$ cat config.mk
export PLATFORM = sky130hd
export DESIGN_NAME = counter_scheduler
export DESIGN_NICKNAME = d
export VERILOG_FILES = /design/src/rtl/counter_scheduler.sv
export SDC_FILE = /design/constraint.sdc
export NUM_CORES = 1
export LEC_CHECK = 0
export ABC_AREA = 1
export BUFFER_PORTS_ARGS = -buffer_cell sky130_fd_sc_hd__buf_2
export CORE_MARGIN = 2
export CORE_UTILIZATION = 40
export CTS_BUF_LIST = sky130_fd_sc_hd__clkbuf_4 sky130_fd_sc_hd__clkbuf_8
export CTS_CLUSTER_SIZE = 8
export DETAILED_ROUTE_END_ITERATION = 16
export HOLD_SLACK_MARGIN = 0.1
export PLACE_DENSITY = 0.67
export REMOVE_ABC_BUFFERS = 1
export SLEW_MARGIN = 20
export SYNTH_ARGS = -nofsm -noshare
export SYNTH_HDL_FRONTEND = slang
export SYNTH_SLANG_ARGS = --single-unit
$ cat constraint.sdc
create_clock -name Clk -period 3.3 [get_ports Clk]
set_clock_uncertainty 0.2 [all_clocks]
set_input_delay 0.99 -clock Clk [delete_from_list [all_inputs] [get_ports Clk]]
set_output_delay 0.99 -clock Clk [all_outputs]
set_load 0.05 [all_outputs]
$ cat src/rtl/counter_scheduler.sv
// Round-robin owner of a shared step-by-2 counter: grants it to one requester
// per run, drives its mode/restart, and returns the tagged counted sequence.
module counter_scheduler #(
  parameter int NUM_REQ   = 4,
  parameter int CNT_WIDTH = 4,
  parameter int LEN_WIDTH = 4
) (
  input  logic                           Clk,
  input  logic                           Reset_n,
  input  logic [NUM_REQ-1:0]             Req,
  input  logic [NUM_REQ-1:0]             ReqMode,
  input  logic [NUM_REQ*LEN_WIDTH-1:0]   ReqLen,
  output logic [NUM_REQ-1:0]             Grant,
  output logic                           CntOp,
  output logic                           CntRst_n,
  input  logic [CNT_WIDTH-1:0]           CntIn,
  output logic [CNT_WIDTH-1:0]           DataOut,
  output logic                           DataValid,
  output logic [$clog2(NUM_REQ)-1:0]     DataOwner,
  output logic [NUM_REQ-1:0]             Done
);

  localparam int IDX_W = $clog2(NUM_REQ);
  localparam logic [LEN_WIDTH-1:0] LEN_ONE = LEN_WIDTH'(1);

  typedef enum logic [1:0] {
    ST_IDLE,
    ST_START,
    ST_RUN
  } state_t;

  state_t                 r_state;
  state_t                 w_state_nxt;

  logic [IDX_W-1:0]       r_ptr;
  logic [IDX_W-1:0]       r_owner;
  logic                   r_mode;
  logic [LEN_WIDTH-1:0]   r_remain;

  logic [NUM_REQ-1:0]     r_grant;
  logic                   r_cnt_op;
  logic                   r_cnt_rst_n;
  logic [CNT_WIDTH-1:0]   r_data;
  logic                   r_valid;
  logic [IDX_W-1:0]       r_data_owner;
  logic [NUM_REQ-1:0]     r_done;

  logic                   w_found;
  logic [IDX_W-1:0]       w_win;
  logic [NUM_REQ-1:0]     w_win_oh;
  logic [IDX_W-1:0]       w_ptr_nxt;
  logic [LEN_WIDTH-1:0]   w_len_sel;
  logic [LEN_WIDTH-1:0]   w_len_eff;
  logic                   w_last;
  logic [NUM_REQ-1:0]     w_grant_nxt;
  logic                   w_op_nxt;
  logic                   w_rstn_nxt;

  // Round-robin: first requester at or above the pointer, else wrap to the lowest.
  always_comb begin
    w_found = 1'b0;
    w_win   = '0;
    for (int unsigned i = 0; i < NUM_REQ; i++) begin
      if (!w_found && Req[i] && (i >= 32'(r_ptr))) begin
        w_found = 1'b1;
        w_win   = IDX_W'(i);
      end
    end
    for (int unsigned i = 0; i < NUM_REQ; i++) begin
      if (!w_found && Req[i]) begin
        w_found = 1'b1;
        w_win   = IDX_W'(i);
      end
    end
  end

  always_comb begin
    w_win_oh        = '0;
    w_win_oh[w_win] = 1'b1;
  end

  assign w_ptr_nxt = (w_win == IDX_W'(NUM_REQ - 1)) ? '0 : w_win + 1'b1;
  assign w_len_sel = ReqLen[int'(w_win) * LEN_WIDTH +: LEN_WIDTH];
  assign w_len_eff = (w_len_sel == '0) ? LEN_ONE : w_len_sel;
  assign w_last    = (r_remain == LEN_ONE);

  // Outputs are registered from the next state, so they line up with the state they describe.
  always_comb begin
    w_state_nxt = r_state;
    w_grant_nxt = '0;
    w_op_nxt    = 1'b0;
    w_rstn_nxt  = 1'b0;
    case (r_state)
      ST_IDLE: begin
        if (w_found) begin
          w_state_nxt = ST_START;
          w_grant_nxt = w_win_oh;
          w_op_nxt    = ReqMode[w_win];
        end
      end
      ST_START: begin
        w_state_nxt = ST_RUN;
        w_grant_nxt = r_grant;
        w_op_nxt    = r_mode;
        w_rstn_nxt  = 1'b1;
      end
      ST_RUN: begin
        if (w_last) begin
          w_state_nxt = ST_IDLE;
        end else begin
          w_grant_nxt = r_grant;
          w_op_nxt    = r_mode;
          w_rstn_nxt  = 1'b1;
        end
      end
      default: w_state_nxt = ST_IDLE;
    endcase
  end

  always_ff @(posedge Clk or negedge Reset_n) begin
    if (!Reset_n) begin
      r_state <= ST_IDLE;
    end else begin
      r_state <= w_state_nxt;
    end
  end

  always_ff @(posedge Clk or negedge Reset_n) begin
    if (!Reset_n) begin
      r_ptr        <= '0;
      r_owner      <= '0;
      r_mode       <= 1'b0;
      r_remain     <= '0;
      r_grant      <= '0;
      r_cnt_op     <= 1'b0;
      r_cnt_rst_n  <= 1'b0;
      r_data       <= '0;
      r_valid      <= 1'b0;
      r_data_owner <= '0;
      r_done       <= '0;
    end else begin
      r_grant     <= w_grant_nxt;
      r_cnt_op    <= w_op_nxt;
      r_cnt_rst_n <= w_rstn_nxt;

      if ((r_state == ST_IDLE) && w_found) begin
        r_owner  <= w_win;
        r_mode   <= ReqMode[w_win];
        r_remain <= w_len_eff;
        r_ptr    <= w_ptr_nxt;
      end

      if (r_state == ST_RUN) begin
        r_data       <= CntIn;
        r_valid      <= 1'b1;
        r_data_owner <= r_owner;
        r_done       <= w_last ? r_grant : '0;
        r_remain     <= r_remain - LEN_ONE;
      end else begin
        r_valid <= 1'b0;
        r_done  <= '0;
      end
    end
  end

  assign Grant     = r_grant;
  assign CntOp     = r_cnt_op;
  assign CntRst_n  = r_cnt_rst_n;
  assign DataOut   = r_data;
  assign DataValid = r_valid;
  assign DataOwner = r_data_owner;
  assign Done      = r_done;

endmodule

# == After elaboration in Yosys (flattened, before gate mapping) ==
# Cells that the tools add are included.
# W data, S select, Z words.
# totals
memories,0
inputBits,30
out_inout_bits,17
wordCells,88
ff_bits,28
latch_bits,0
ram_bits,0
romBits,0
# classes
order_cmp,5
reduce_logical,24
addsub,2
n_eq_ne,6
shifts,1
div_mod_pow,0
n_mux,37
mul,0
bitwise_logic,1
# op_table
operator,count
$mux W4,7
$mux W2,9
$shiftx A16 B5 Y4,1
$mux W1,15
$logic_and A1 B1 Y1,12
$pmux W4 S3,1
$logic_not A1 Y1,7
$pmux W2 S3,1
$eq A2 B2 Y1 const B,2
$eq A4 B1 Y1 const B,1
$ge A1 B2 Y1 const A,2
$logic_not A4 Y1,1
$ne A2 B2 Y1 const B,2
$reduce_and A2 Y1,2
$sub A4 B1 Y4 const B,1
$lt A2 B3 Y1 const B,1
$pmux W1 S3,1
$add A2 B1 Y2 const B,1
$bmux W1 S2,1
$demux W1 S2,1
$eq A2 B1 Y1 const B,1
$ge A2 B1 Y1 const B,1
$ge A2 B2 Y1 const A,1
$logic_not A2 Y1,1
other kinds (3),3

# == Logic depth before layout (Yosys ltp) ==
# Gate-level depths: netlist of the first run.
# logic_depth
word_depth,32
ltp_mapped,13
ltp_nobuf,13

# == Worst setup path after synthesis of the first run ==
# No wires, ideal clock.
# synth_timing
path_kind,in2reg
start,input port Req[1]
end,"register r_grant[1], in the netlist Grant[1]"
setup_slack_ns,1.037
t_arrival_ns,1.925
required_time_ns,2.962
setup_time_ns,0.138
path_buffers,0
path_stages,7
path_cell_list,a21oi_2 > nand4_1 > nand2_4 > clkinv_4 > ha_1 > nand3_1 > o21ai_0
# synth_between
elab_chain_len,28
# synth_rtl
item,line,rtl
from (decl),10,"input logic [NUM_REQ-1:0] Req,"
$logic_and A1 B1 Y1 (2 in series),64,if (!w_found && Req[i] && (i >= 32'(r_ptr))) begin
$mux W1,64,
$logic_not A1 Y1,64,
$logic_and A1 B1 Y1 (2 in series),64,
$mux W1,64,
$logic_not A1 Y1,64,
$logic_and A1 B1 Y1,64,
$mux W1,64,
[... 11 more ...],n/a,
$mux W2 *,70,if (!w_found && Req[i]) begin
net w_win[1],49,logic [IDX_W-1:0] w_win;
$lt A2 B3 Y1 (not written as such) / $ge A2 B1 Y1 (equally long branches),79,w_win_oh[w_win] = 1'b1;
$logic_and A1 B1 Y1 (not written as such),79,
$mux W1 (not written as such),79,
$demux W1 S2 *,79,
$mux W4 *,95,if (w_found) begin
$pmux W4 S3 *,93,case (r_state)
to (signal assigned),142,r_grant <= w_grant_nxt;
to (decl),40,logic [NUM_REQ-1:0] r_grant;
# The timed path passes the listed nets; every way through them passes the cells marked *.
# A chain may end at the register's enable or synchronous reset.

# == Worst setup path after layout of the first run ==
# layout_timing
start,register r_state[0]
end,"register r_grant[2], in the netlist Grant[2]"
# layout_between
elab_chain_len,3
# layout_rtl
item,line,rtl
from (decl),32,state_t r_state;
from (signal assigned),124,r_state <= w_state_nxt;
$eq A2 B2 Y1 / $eq A2 B1 Y1 (equally long branches),93,
$ne A2 B2 Y1 (no line) / $not A1 Y1 (equally long branches),n/a,
$reduce_and A2 Y1 (no line),n/a,
# Several ways; a longest one is shown, not always the timed one.

==> results of run 1 <==
-- cell type report --
type | count | area [um2]
flip-flops and latches | 28 | 700.7
fillers | 381 | 1998
clock buffers | 3 | 41.29
repair buffers | 46 | 230.2
inverters | 24 | 97.59
well taps | 50 | 62.56
multi-input cells | 141 | 897.1
clock inverters | 1 | 30.03
-- flip-flops by register name, indices dropped and copies added (netlist names) --
register,flops
r_mode,1
DataValid,1
Done,4
r_owner,2
Grant,4
r_remain,4
r_ptr,2
CntRst_n,1
r_state,2
DataOwner,2
CntOp,1
DataOut,4
-- tightest hold or removal path, stage by stage, from the launching register on --
cell     delay [ps]
dfrtp_1         350
nand2_1          50
nand2_1          40
-- path summary, 6_finish.rpt --
path                                end  cells past startpoint  slack, ps
min in group asynchronous       Done[2]                      1        520
min reg2reg                  DataOut[2]                      2        280
min                          DataOut[2]                      2        280
max in group asynchronous  DataOwner[0]                      1       1990
max reg2reg                    Grant[2]                      7        980
max                            Grant[2]                      7        980
-- metal layers --
metal,part of all wire (%),vias up,track usage (%),routed length (um)
li1,-,722,-,-
met1,48,583,19.12,1516
met2,43,54,19.98,1340
met3,7.4,4,2.762,232
met4,1.6,0,5.229,51
met5,0,-,0,0
-- logic make-up (layout without fill, tap and decap cells) --
kind of cell	Yosys count	in the layout	share of synthesized area, %
xor+xnor	1	1	0.5092
compound gates	24	24	9.455
flops	28	28	40.73
simple gates	105	105	34.18
buf+inv	27	74	7.127
fa+ha+maj	11	11	8.000
-- power by group --
part | switching, mW | internal, mW
combinational | 0.804 | 0.351
clock | 0.105 | 0.162
sequential | 0.0798 | 0.483
total | 0.988 | 0.996
-- cell usage after synthesis (2+ instances only) --
cell type | n | share of area [%]
a21oi_1 | 3 | 0.87
a21oi_2 | 4 | 2.0
buf_2 | 2 | 0.58
dfrtp_1 | 28 | 41
ha_1 | 11 | 8.0
inv_1 | 19 | 4.1
inv_2 | 3 | 0.65
nand2_1 | 50 | 11
nand2_2 | 9 | 3.3
nand2_4 | 2 | 1.3
nand3_1 | 12 | 3.5
nand3_2 | 10 | 5.8
nand3_4 | 2 | 2.0
nand4_1 | 2 | 0.73
nor2_1 | 13 | 2.8
o21ai_0 | 10 | 2.9
o22ai_1 | 2 | 0.73
==> out/metrics.yaml, run 1 <==
result_of_the_run: "complete, no violations"
detail-route-antenna-nets: 0
core_area_um2: 4058
start_util_pct: 42.40
cp-end-kind: "flip-flop"
path_buf_inv: 2
die_w_um: 69.58
post_layout_nonfiller_instances: 293
clock-root-buffer: "clkbuf_8"
clock_insertion_delay_worst_skew_ps: 270
cts-root-to-sink-buffers: 2
worst_ep_arrival_time_ps: 2310
dpl_cell_area_um2: 1988
overflow: 0
drt_pass1_iterations: 4
crit_path_top_delay_cell: "dfrtp_1"
die_h_um: 69.58
antenna_found_initial: 0
die_area_um2: 4841
cts-htree-levels: 1
synth_sequential_area_ratio_pct: 40.73
cts-hold-fix-buffers: 0
avgViaCountPerCell: 4.652
ys_dominant_reg_cell: "dfrtp_1"
tritoncts_num_sinks: 28
min_period_over_period_pct: 70.18
detailedRoute.firstIterationViolations: 60
finalSetupViolations: 0
dpl.hpwl_mm: 2.449
synth_cells: 196
place.detailed.instances: 289
synth-edff-count: 0
final_core_util_pct: 50.76
remaining_drcs: 0
crit_path_cells: "inv_1, ha_1, inv_1, nor2_1, nor2_1, nand3_1, o21ai_0"
routed_wire_length_per_instance_um: 10.72
maximum_clock_rate_mhz: 431.8
timing.critical_path.required_ps: 3300
setup.worst_path.start_class: "flip-flop"
final_common_cell: "nand2_1"
timing_worst_slew_pin_value_ps: 612.2
power-per-cell-area_nw_per_um2: 963.5
cts_setup_buffers: 0
most-common-layout-cells: "50 x nand2_1, 46 x buf_2, 28 x dfrtp_1"
design_power_total_mw: 1.984
via_count: 1363
maximum_vdd_drop_uv: 310.2
design_area_um2: 2059
synth-async-reset-ratio_pct: 100.0
syn2layout_area_growth_pct: 19.71
yosys.cell_types.count: 31
wire_length_of_the_first_global_routing_pass_mm: 5.257
track_usage_pct: 13.43
hold_path.class: "reg2reg"
worstHoldStart: "DataOut[2]"
drv.max_cap_violation_count: 0
critical-path-max-stage-delay_ps: 430
antenna_cells_inserted: 0
tns_ps: 0
first_global_vias: 1211
placement_rows: 23
gpl.final_weighted_congestion: 0.7445
critical_path_class: "reg2reg"
number_of_buffers_created_by_cts: 3
synth_warnings: 0
path_clk_slew_ps: 90
fin_worst_hold_slack_ps: 275.9
io_buffer_count: 46
crit-reg2reg-launch: "r_state[0]"
ios: 47
crit_fanout: 12
route.final.wire_length_mm: 3.141
setup_slack_ps: 984.2
critical_path.startpoint: "r_state[0]"
final_nets: 285
hold_violations: 0
drive_above_1_share_pct: 36.63
path_delay_family: "simple AND/OR/NAND/NOR gates"
synth-seq-cells: 28
cts_resized: 0
period_needed_ps: 2316
report.final.slew_viol_count: 0
grt_start_max_net_pins: 29
post_syn_area_per_cell_um2: 8.778
place_worst_setup_slack_ps: 725.0
synth_area_um2: 1720
worst_slew_margin_relative_to_its_limit_pct: 59.19
static-leakage-power_nw: 1.100
cts_tree: "built"
grt_setup_unrepaired: "no"
Note: power is estimated with default switching activity, not from simulation.
==> run 2: changes to the inputs <==
Settings changed: PLACE_DENSITY 0.67 to 0.69.
Clock period 3.3 ns to 2 ns, I/O delays scaled along.
==> run 2 against run 1 <==
Net effect:
- routed wire length is 5.3% higher
- highest routed layer unchanged
- sequential share of layout area is 1.6 points lower
- critical path type unchanged
- largest power group unchanged
- power is 74% higher
- first-iteration DRC count is 92% higher
- clock-buffer cell count stayed put
- global-route usage is 1.5 points higher
==> out/metrics.yaml, run 2 (synthesis gave the netlist of run 1 again) <==
remaining_drcs: 0  # unchanged
hold_path.class: "in2async"
hold_violations: 0  # unchanged
overflow: 0  # unchanged
maximum_clock_rate_mhz: 542.2  # +26%
cts-htree-levels: 1  # unchanged
clock-root-buffer: "clkbuf_8"
gpl.final_weighted_congestion: 0.7860  # +5.6%
core_area_um2: 4058  # unchanged
dpl.hpwl_mm: 2.674  # +9.2%
finalSetupViolations: 0  # unchanged
tns_ps: 0  # unchanged
routed_wire_length_per_instance_um: 10.92  # +1.8%
first_global_vias: 1336  # +10%
final_nets: 295  # +3.5%
via_count: 1403  # +2.9%
cts_tree: "built"
die_area_um2: 4841  # unchanged
number_of_buffers_created_by_cts: 3  # unchanged
detailedRoute.firstIterationViolations: 115  # +92%
critical_path.startpoint: "r_ptr[1]"
timing_worst_slew_pin_value_ps: 612.8  # +0.5821 ps
critical-path-max-stage-delay_ps: 390  # -40 ps
min_period_over_period_pct: 92.21  # +22 points
report.final.slew_viol_count: 0  # unchanged
io_buffer_count: 46  # unchanged
drt_pass1_iterations: 4  # unchanged
worst_slew_margin_relative_to_its_limit_pct: 59.15  # about the same
final_common_cell: "nand2_1"
start_util_pct: 42.40  # unchanged
cts_resized: 0  # unchanged
maximum_vdd_drop_uv: 445.6  # +44%
syn2layout_area_growth_pct: 25.53
ios: 47  # unchanged
placement_rows: 23  # unchanged
crit-reg2reg-launch: "r_ptr[1]"
critical_path_class: "reg2reg"
drive_above_1_share_pct: 39.13  # +2.5 points
design_power_total_mw: 3.459  # +74%
crit_path_top_delay_cell: "dfrtp_1"
crit_fanout: 8  # -4
crit_path_cells: "inv_1, a21oi_2, nand4_1, nand2_4, clkinv_4, ha_1, nand3_1, o21ai_0"
die_h_um: 69.58  # unchanged
drv.max_cap_violation_count: 0  # unchanged
cts_setup_buffers: 0  # unchanged
detail-route-antenna-nets: 0  # unchanged
die_w_um: 69.58  # unchanged
cts-root-to-sink-buffers: 2  # unchanged
cts-hold-fix-buffers: 0  # unchanged
period_needed_ps: 1844  # -471.5 ps
cp-end-kind: "flip-flop"
path_clk_slew_ps: 100  # about the same
worst_ep_arrival_time_ps: 1790  # -520 ps
avgViaCountPerCell: 4.630  # -0.46%
route.final.wire_length_mm: 3.308  # +5.3%
setup.worst_path.start_class: "flip-flop"
track_usage_pct: 14.96  # +1.5 points
tritoncts_num_sinks: 28  # unchanged
clock_insertion_delay_worst_skew_ps: 280  # about the same
power-per-cell-area_nw_per_um2: 1602  # +66%
antenna_found_initial: 0  # unchanged
grt_setup_unrepaired: "no"
most-common-layout-cells: "50 x nand2_1, 46 x buf_2, 28 x dfrtp_1"
timing.critical_path.required_ps: 1950  # -1350 ps
static-leakage-power_nw: 1.156  # +5.1%
wire_length_of_the_first_global_routing_pass_mm: 5.954  # +13%
result_of_the_run: "complete, no violations"
antenna_cells_inserted: 0  # unchanged
grt_start_max_net_pins: 29  # unchanged
-- run 2: path summary, 6_finish.rpt --
| kind | end | slack, ps | depth (start not counted) |
|---|---|---|---|
| min reg2reg | DataOut[2] | 270 | 2 |
| max | Grant[1] | 160 | 8 |
| min in group Clk | DataOut[2] | 270 | 2 |
| min | DataValid | 130 | 1 |
| max reg2reg | Grant[1] | 160 | 8 |
| max in group asynchronous | Grant[3] | 1070 | 1 |
-- run 2: layout make-up --
class	count	area, um2
Clock buffer	3	41.29
Clock inverter	1	30.03
Fill cell	386	1898
Inverter	24	97.59
Multi-Input combinational cell	141	897.1
Sequential cell	28	700.7
Tap cell	50	62.56
Timing Repair Buffer	56	330.3
-- run 2: power by group --
| part | internal, mW | switching (mW) | leakage [nW] | total [mW] |
|---|---|---|---|---|
| logic | 0.719 | 1.37 | 0.763 | 2.09 |
| registers | 0.797 | 0.128 | 0.358 | 0.925 |
| clock network | 0.268 | 0.172 | 0.0357 | 0.440 |
-- run 2: layer usage --
layer,vias up,track usage (%),routed length (um)
met2,45,23.08,1468
met3,2,2.326,189
met5,-,0,0
met4,0,5.229,14
li1,740,-,-
met1,616,21.30,1635
-- run 2: critical path, delay by kind of cell, from the launching register on --
kind	cells	cell delay (ps)
buffers and inverters	2	210
AO/OA/AOI/OAI	2	320
adder cells (fa/ha/maj)	1	190
AND/OR/NAND/NOR	3	410
flip-flops	1	390
-- run 2: metrics by stage --
stage                     setup WS [ps]  hold WS, ps  util [%]  std cells  area [um2]
after global routing              3.786        172.5     53.22        303        2160
after floorplan                   75.87        104.4         -        193        1695
after detailed placement         -108.3        253.0     51.46        299        2088
after CTS                         154.6        159.7     53.22        303        2160
final                             155.8        126.1     53.22        303        2160
after global placement           -51.21        248.1     51.46        299        2088
==> run 3: changes to the inputs <==
--- a/config.mk
+++ b/config.mk
@@ -9,2 +9,3 @@
 export BUFFER_PORTS_ARGS = -buffer_cell sky130_fd_sc_hd__buf_2
+export CAP_MARGIN = 30
 export CORE_MARGIN = 2
==> constraint.sdc (replaced) <==
create_clock -name Clk -period 2 [get_ports Clk]
set_clock_uncertainty 0.2 [all_clocks]
set_input_delay 0.2 -clock Clk [delete_from_list [all_inputs] [get_ports Clk]]
set_output_delay 0.2 -clock Clk [all_outputs]
set_load 0.05 [all_outputs]
==> run 3 against run 2 <==
Net effect:
- first-iteration DRC count is 35% lower
- sequential power hardly changed
- fmax down 0.53%
- routed wire length increased by 4.1%
- cell area up 1.3%
- die area is the same
- sequential share of layout area decreased by 0.37 points
- critical path depth grew 1
- worst hold slack worse by 27 ps
- utilization up 0.71 points
- final cell count grew 1.7%
- power down 3.6%
- largest power group unchanged
==> out/metrics.yaml, run 3 (synthesis gave the netlist of run 1 again) <==
result_of_the_run: "complete, no violations"
reg2reg_to: "r_ptr[1]"
report.final.slew_viol_count: 0  # unchanged
overflow: 0  # unchanged
switching_share_pct: 50.24  # +1.8 points
setup.worst_path.start_class: "flip-flop"
crit-reg2reg-launch: "r_ptr[1]"
timing_worst_slew_pin_value_ps: 627.0  # +14.24 ps
drive_above_1_share_pct: 38.37  # -0.76 points
core_area_um2: 4058  # unchanged
start_util_pct: 42.40  # unchanged
crit_path_top_delay_cell: "dfrtp_1"
placement_rows: 23  # unchanged
worst_slew_margin_relative_to_its_limit_pct: 58.20  # -0.95 points
syn2layout_area_growth_pct: 27.20
antenna_found_initial: 0  # unchanged
finalSetupViolations: 0  # unchanged
worst_path_most_repeated_cell: "nand2_1"
critical_path_class: "reg2reg"
via_count: 1434  # +2.2%
whs_path_depth: 5
critical-path-max-stage-delay_ps: 410  # +20 ps
cts-htree-levels: 1  # unchanged
comb_power_share_pct: 61.9  # +1.4 points
number_of_buffers_created_by_cts: 3  # unchanged
final_common_cell: "nand2_1"
drt_pass1_iterations: 4  # unchanged
fin_worst_hold_slack_ps: 98.57  # -27.49 ps
track_usage_pct: 15.17  # +0.21 points
worst_ep_arrival_time_ps: 1810  # +20 ps
die_area_um2: 4841  # unchanged
hold_end: "r_remain[3]"
first_global_vias: 1381  # +3.4%
final_nets: 300  # +1.7%
ios: 47  # unchanged
drv.max_cap_violation_count: 0  # unchanged
maximum_vdd_drop_uv: 538.5  # +21%
most-common-layout-cells: "50 x nand2_1, 46 x buf_2, 27 x dfrtp_1"
routed_wire_length_per_instance_um: 11.18  # +2.4%
timing.critical_path.required_ps: 1960  # about the same
detail-route-antenna-nets: 0  # unchanged
power.internal_mw: 1.659  # -7.0%
hold_path.class: "in2reg"
r2r_cells: 9  # +1
regToRegSetupSlack_ps: 150  # about the same
clock_insertion_delay_worst_skew_ps: 270  # about the same
io_buffer_count: 46  # unchanged
dpl_cell_area_um2: 2011  # -3.7%
place_worst_setup_slack_ps: 133.9  # +242.2 ps
worstHoldStart: "ReqLen[7]"
grt_start_max_net_pins: 29  # unchanged
remaining_drcs: 0  # unchanged
switching_power_mw: 1.675  # about the same
die_w_um: 69.58  # unchanged
avgViaCountPerCell: 4.656  # +0.55%
route.final.wire_length_mm: 3.442  # +4.1%
power-per-cell-area_nw_per_um2: 1524  # -4.9%
cts_tree: "built"
design_area_um2: 2188  # +1.3%
cts-root-to-sink-buffers: 2  # unchanged
tritoncts_num_sinks: 28  # unchanged
dpl.hpwl_mm: 2.582  # -3.4%
cp-end-kind: "flip-flop"
period_needed_ps: 1854  # +9.828 ps
crit_fanout: 8  # unchanged
power.share.sequential_pct: 27.8  # +1.0 points
setup_slack_ps: 145.9  # -9.828 ps
clock_power_share_pct: 10.3  # -2.4 points
gpl.final_weighted_congestion: 0.8005  # +1.8%
hold_violations: 0  # unchanged
die_h_um: 69.58  # unchanged
static-leakage-power_nw: 1.162  # +0.53%
detailedRoute.firstIterationViolations: 75  # -35%
wire_length_of_the_first_global_routing_pass_mm: 6.044  # +1.5%
path_clk_slew_ps: 100  # about the same
min_period_over_period_pct: 92.70  # +0.49 points
crit_path_cells: "inv_1, nand2_1, nor2_2, inv_2, nand3b_4, nand2_4, ha_1, nand2_1, o21ai_0"
antenna_cells_inserted: 0  # unchanged
clock-root-buffer: "clkbuf_8"
maximum_clock_rate_mhz: 539.4  # -0.53%
design_power_total_mw: 3.334  # -3.6%
-- run 3: layout make-up --
type | count | area (um2)
multi-input combinational | 141 | 910.9
inverter | 24 | 97.59
timing repair buffer | 61 | 360.3
tap | 50 | 62.56
sequential | 28 | 701.9
clock buffer | 4 | 55.05
fill | 398 | 1869
-- run 3: timing repair --
action	CTS	global route
resized for setup	0	3
setup endpoints to repair	0	9
setup buffers	0	5
endpoints found under the hold margin	34	0
hold buffers	7	0
-- run 3: power by group through the flow --
stage | Clock [mW] | Combinational, mW | Sequential [mW]
final | 0.345 | 2.06 | 0.926
after global routing | 0.383 | 2.30 | 0.963
after CTS | 0.355 | 2.01 | 0.927
after detailed placement | 0 | 1.99 | 0.937
after global placement | 0 | 1.96 | 0.932
after floorplan | 0 | 1.15 | 1.32
-- run 3: metrics by stage --
step	cells	setup TNS [ps]	util, %
6_report	308	0	53.93
5_1_grt	308	-0.04863	53.93
4_1_cts	303	0	52.64
3_5_place_dp	292	0	49.55
3_3_place_gp	292	0	49.55
2_1_floorplan	193	0	-
-- run 3: worst max-delay path by stage --
| stage | start | endpoint | slack (ps) | cells after the start |
|---|---|---|---|---|
| 3_5_place_dp | r_ptr[1] | Grant[2] | 130 | 8 |
| 2_1_floorplan | r_state[0] | Grant[0] | 80 | 7 |
| 4_1_cts | r_ptr[0] | r_remain[0] | 110 | 8 |
| 6_report | r_ptr[1] | r_ptr[1] | 150 | 9 |
| 5_1_grt | r_ptr[1] | CntOp | -0.05 | 11 |
| 3_3_place_gp | r_ptr[1] | CntOp | 150 | 11 |
-- run 3: metal layers --
layer,track usage [%],vias to the layer above,share of wire (%)
li1,-,748,-
met1,19.56,643,47
met2,26.07,41,48
met3,2.471,2,4.8
met4,4.575,0,0.41
met5,0,-,0
-- run 3: critical path, delay by kind of cell (launching register included) --
kind                       cells  cell delay [ps]
and+or+nand+nor                5              520
DFF                            1              410
adders and majority gates      1              300
buffers and inverters          2              230
AOI/OAI and AO/OA              1               80
